===== config.mk =====
export PLATFORM = sky130hd
export DESIGN_NAME = mux_21_arb
export DESIGN_NICKNAME = d
export VERILOG_FILES = /design/src/rtl/mux_21_arb.sv
export SDC_FILE = /design/constraint.sdc
export NUM_CORES = 1
export LEC_CHECK = 0
export CAP_MARGIN = 20
export CORE_AREA = 2 2 39 41
export CTS_CLUSTER_SIZE = 40
export DETAILED_ROUTE_END_ITERATION = 10
export DIE_AREA = 0 0 41 43
export PLACE_DENSITY_LB_ADDON = 0.15
export SYNTH_ARGS = -nofsm -noshare
export SYNTH_HDL_FRONTEND = slang
export SYNTH_SLANG_ARGS = --single-unit

===== constraint.sdc =====
create_clock -name clk -period 3.9 [get_ports clk]
set_input_delay 0.78 -clock clk [delete_from_list [all_inputs] [get_ports clk]]
set_output_delay 0.78 -clock clk [all_outputs]
set_load 0.005 [all_outputs]

===== src/rtl/mux_21_arb.sv =====
// mux_21_arb: round-robin select controller and output register for a 2:1 mux.
// Two request lines compete for the mux select. Each grant lasts at most HOLD
// consecutive cycles when the other channel is waiting. The selected data bit
// is registered as y, and vld marks the cycles on which y holds a sampled bit.
module mux_21_arb #(
  parameter int HOLD = 4
) (
  input  logic       clk,
  input  logic       rst,
  input  logic [1:0] req,
  input  logic [1:0] I,
  output logic       s,
  output logic [1:0] gnt,
  output logic       y,
  output logic       vld
);

  localparam int            CW         = (HOLD < 1) ? 1 : $clog2(HOLD + 1);
  localparam logic [CW-1:0] CNT_RELOAD = CW'(HOLD - 1);

  localparam logic [0:0] IDLE = 1'b0;
  localparam logic [0:0] BUSY = 1'b1;

  logic [0:0]    state;
  logic          last;      // channel most recently granted
  logic [CW-1:0] cnt;       // grant cycles left in the current burst, minus one

  logic grant_en;           // (re)grant grant_ch on this edge
  logic grant_ch;
  logic hold_en;            // keep the current grant and consume one burst cycle
  logic release_en;         // nobody wants the mux any more: drop back to idle

  // Arbitration decision taken from the sampled requests and current grant.
  always_comb begin
    // NOTE: every output of this block gets a default first, so no path can leave a latch behind.
    grant_en   = 1'b0;
    grant_ch   = s;
    hold_en    = 1'b0;
    release_en = 1'b0;
    if (state == IDLE) begin
      if (req != 2'b00) begin
        grant_en = 1'b1;
        // On a tie the channel not served last wins.
        grant_ch = (req == 2'b11) ? ~last : req[1];
      end
    end else begin
      if (req[s] && (cnt != '0)) begin
        hold_en = 1'b1;
      end else if (req[~s]) begin
        grant_en = 1'b1;
        grant_ch = ~s;
      end else if (req[s]) begin
        grant_en = 1'b1;
        grant_ch = s;
      end else begin
        release_en = 1'b1;
      end
    end
  end

  // Grant state: select, one-hot grant, burst counter and round-robin pointer.
  always_ff @(posedge clk or posedge rst) begin
    // NOTE: state registers use non-blocking assignments so every flop sees pre-edge values.
    if (rst) begin
      state <= IDLE;
      s     <= 1'b0;
      gnt   <= 2'b00;
      cnt   <= '0;
      last  <= 1'b1;
    end else if (grant_en) begin
      state <= BUSY;
      s     <= grant_ch;
      gnt   <= grant_ch ? 2'b10 : 2'b01;
      cnt   <= CNT_RELOAD;
      last  <= grant_ch;
    end else if (hold_en) begin
      cnt <= cnt - CW'(1);
    end else if (release_en) begin
      // s is left on the channel just released.
      state <= IDLE;
      gnt   <= 2'b00;
    end
  end

  // Output register: captures the mux output while a grant is active.
  always_ff @(posedge clk or posedge rst) begin
    if (rst) begin
      y   <= 1'b0;
      vld <= 1'b0;
    end else begin
      if (state == BUSY) begin
        y <= I[s];
      end
      vld <= (state == BUSY);
    end
  end

endmodule


[Word-level counts from Yosys, hierarchy flattened]
Cells that the tools add are included.
Word-level totals
  register bits: 10
  output and inout port bits: 5
Operators by class
  $add $sub $neg: 1
  $lt $le $gt $ge: 2
  equality and inequality tests: 2
  mux-type cells: 31
  bitwise logic cells: 2
  reductions and logical operators: 6
Operators by type and width (number)
  two-way mux 1 bit: 25
  two-way mux 2 bit: 4
  two-way mux 3 bit: 2
  nonzero test 2 bit: 3
  less-than comparator 1 x 2 -> 1 bit (second input constant): 2
  nonzero test 3 bit: 1
  subtractor 3 x 1 -> 3 bit (second input constant): 1
  == test 2 bit (second input constant): 1
  inequality test 2 bit (second input constant): 1
  NOT 1 bit: 2
  AND reduction 2 bit: 1
  logical AND 1 bit: 1

[Longest topological paths before layout]
  depth after elaboration: 9
  mapped depth: 6
  depth with buffers taken out: 6

[Worst setup path before layout]
No wires, ideal clock.
  path type: in2reg
  from: in req[1]
  to: reg gnt[0]
  setup time: 0.121 ns
  data arrival time: 1.470 ns
  data required time: 3.779 ns
  slack: 2.309 ns
  cell stages on the path: 4
  path buffers: 1
  cells stage by stage: or2_1 clkbuf_1 and2_4 a22o_1
Between the ends
  longest elaborated chain between the ends: 8
  elaborated cells between the ends (all ways): 28
  those cells by class: 2 x eq/ne; 22 x mux; 4 x reduce/logical
RTL lines
  start: declaration: RTL line 10  | input logic [1:0] req,
  two-way mux 1 bit (implied by the code) (2 in a row): RTL line 47, 52
  two-way mux 1 bit: RTL line 52  | end else if (req[s]) begin
  two-way mux 1 bit: RTL line 49  | end else if (req[~s]) begin
  two-way mux 1 bit: RTL line 47  | if (req[s] && (cnt != '0)) begin
  two-way mux 1 bit: RTL line 40  | if (state == IDLE) begin
  inequality test 2 bit (no line) / nonzero test 2 bit (equally long branches)
  AND reduction 2 bit (no line)
  end signal: assignment: RTL line 73  | gnt <= grant_ch ? 2'b10 : 2'b01;
  end: declaration: RTL line 13  | output logic [1:0] gnt,
Several ways; a longest one is shown, not always the timed one. The select of a mux whose other input is x is not followed.
A chain may end at the register's enable or synchronous reset.

[Worst setup path in the final report]
  from: reg s
  to: out s
RTL lines
  start: declaration: RTL line 12  | output logic s,
  start signal: assignment: RTL line 72  | s <= grant_ch;
No word-level cell between the ends.

==> results by group <==
Status
  • Status: complete, no violations

Synth
  • Syn Area/Cell: roughly 11 um2
  • Cells after Synth: 46
  • Syn Std Cell Area: between 400 and 500 um2
  • Post-synth net total: 54
  • Distinct cell type count after synthesis: 25
  • #FFs+latches synth: 10
  • Sequential cell area fraction in the yosys report: 0.506
  • Yosys warnings: 0

Worst setup path
  • Worst-path maximum fanout: 5
  • Worst setup SP type: register
  • Crit path max-delay family: buffers and inverters
  • Kind of critical path: reg -> out
  • Critical path cell sequence: clkdlybuf4s50_1
  • Number of buffers and inverters on the critical path: 1
  • Critical path capture point type: output port
  • Data arrival time of the worst path: 1220 ps
  • Worst path required time: roughly 3100 ps
  • CP peak stage delay: about 530 ps
  • CP max stage cell: clkdlybuf4s50_1

Clocking
  • TritonCTS clock tree: yes
  • Clk root buf: clkbuf_4
  • CTS clock-pin slew for the worst setup and hold paths: around 70 ps
  • CTS Buf Count: 3
  • Cts repair resizes: 0
  • Hold buffer count at CTS: 0
  • CTS Sinks: 10
  • Htree depth: 1
  • Post CTS Setup Buffer Count: 0
  • Clock latency on the worst-skew pair: ~270 ps
  • Bufs on Longest Clock Path: 2

Global route
  • Met1 Track Usage GR: 0.159
  • Total global-route track usage: 0.123
  • Vias in the first global route: 344
  • Antenna violations before repair: 0
  • Met2 Track Usage GR: 0.166
  • Gr ovfl total: 0
  • Pin count of the biggest net entering global routing: 11
  • GR Util met3: 0.0314
  • Global routing's busiest layer: met2
  • First-pass GRT wire length: between 1000 and 1500 um

STA
  • Setup TNS: 0 ps
  • Period utilization: 0.514
  • Slew Viols, Final: 0
  • RSZ-0062 raised after global routing: false
  • Final setup viols: 0
  • Slew @ Worst Pin: just under 400 ps
  • Clock skew: between 5 and 6 ps
  • Hold slack: between 400 and 500 ps
  • Final Critical Period: roughly 2000 ps
  • Fmax achieved: approximately 0.50 GHz
  • Hold Vio Cnt, Final: 0
  • Slew HR: 0.741

Final layout
  • Ant diodes: 0
  • # nets final: 67
  • Area grow syn2layout: 26.4%
  • Final Util: 0.454
  • Fillers: about 120
  • Fraction of layout cells with a size suffix above 1: 0.155

Route
  • Via count: ~350
  • # DRC: 0
  • Vias per inst: roughly 4.7
  • Antenna-violating nets left: 0
  • Drt first pass iters: 3
  • Post-DR wirelength/cell: between 10 and 15 um
  • Routed WL: 813 um
  • First DRT Iteration DRCs: 8

Power
  • Maximum ir drop on the vdd rail: roughly 0.00018 V
  • Static leakage: just under 0.3 nW
  • Pwr/cell area: about 550 nW/um2

Floorplan
  • DIE AREA: ~1800 um2
  • Row cnt: 14
  • Initial Util: 0.359
  • Ports: 11
  • Total core area: ~1400 um2
  • Die width: between 40 and 50 um
  • Vert. Die Dim: approximately 43 um

Job
  • Max_cap viols: 0

Place
  • Count of input and output buffers: 10
  • Final GP Congestion: 0.650

Worst hold path
  • Worst hold-check path type: reg -> reg
-- synthesized netlist by cell type, drive strengths merged --
master / instances / area share
dfrtp: 9 / 0.45
inv: 6 / 0.045
nor2: 4 / 0.030
a21oi: 3 / 0.030
ha: 2 / 0.050
mux2i: 2 / 0.040
nand2: 2 / 0.015
nand3: 2 / 0.030
o2bb2ai: 2 / 0.048
a22o: 1 / 0.018
a31oi: 1 / 0.013
and2: 1 / 0.018
and3: 1 / 0.015
buf: 1 / 0.023
clkbuf: 1 / 0.0075
dfstp: 1 / 0.053
mux2: 1 / 0.023
nand2b: 1 / 0.013
o21ai: 1 / 0.010
o311a: 1 / 0.020
or2: 1 / 0.013
or2b: 1 / 0.015
xor2: 1 / 0.018
-- sequential cells by signal, summed over array words and instances (netlist names) --
register  count
cnt           3
gnt           2
last          1
s             1
state         1
vld           1
y             1
-- placed cells by master (no fill, tap or decap), drive strengths merged, types with 2 or more instances in the layout --
cell type / instances
nor2: 4
mux2i: 2
nand3: 2
clkdlybuf4s50: 10
a21oi: 3
o2bb2ai: 2
clkbuf: 4
nand2: 2
dfrtp: 9
inv: 6
ha: 2
-- layout make-up --
cell class / instances / area, um2 / share of cell area
Sequential cell: 10 / 251 / 0.400
Multi-Input combinational cell: 28 / 208 / 0.331
Timing Repair Buffer: 10 / 100 / 0.159
Clock buffer: 4 / 26.3 / 0.0418
Inverter: 6 / 22.5 / 0.0359
Tap cell: 16 / 20.0 / 0.0319
-- per-stage QoR --
stage	instance area [um2]	setup slack (ps)	power (mW)	std cells
detailed placement	602	1790	0.276	70
floorplan	497	2310	0.229	46
global placement	602	1800	0.275	70
finish	628	1900	0.347	74
global route	628	1820	0.374	74
CTS	628	1870	0.353	74
-- power breakdown --
group          switching, mW  total [mW]  internal (mW)
Combinational         0.0469       0.113         0.0663
Clock                 0.0349      0.0745         0.0395
Sequential            0.0213       0.159          0.138
-- layer usage --
layer	share of wire	vias up
met5	0	-
met4	0.015	0
met3	0.068	2
met2	0.43	10
met1	0.49	158
li1	-	179
-- kinds of logic after synthesis --
logic type	Yosys count	share of synthesized area
simple gates	13	0.149
flops	10	0.506
compound gates	9	0.139
buf+inv	8	0.0756
mux	3	0.0630
fa+ha+maj	2	0.0504
xor+xnor	1	0.0176
-- worst paths after layout --
check / from / end / slack, ps / depth (start not counted)
max in group asynchronous: rst / last$_DFFE_PP1P_ / 2790 / 2
setup / recovery: s$_DFFE_PP0P_ / s / 1900 / 1
hold / removal: cnt[0]$_DFFE_PP0P_ / cnt[0]$_DFFE_PP0P_ / 470 / 1
setup reg to reg: cnt[0]$_DFFE_PP0P_ / gnt[0]$_DFFE_PP0P_ / 2360 / 6
hold reg to reg: cnt[0]$_DFFE_PP0P_ / cnt[0]$_DFFE_PP0P_ / 470 / 1
min in group asynchronous: rst / cnt[0]$_DFFE_PP0P_ / 790 / 2
Power figures use the tool's default switching activity.
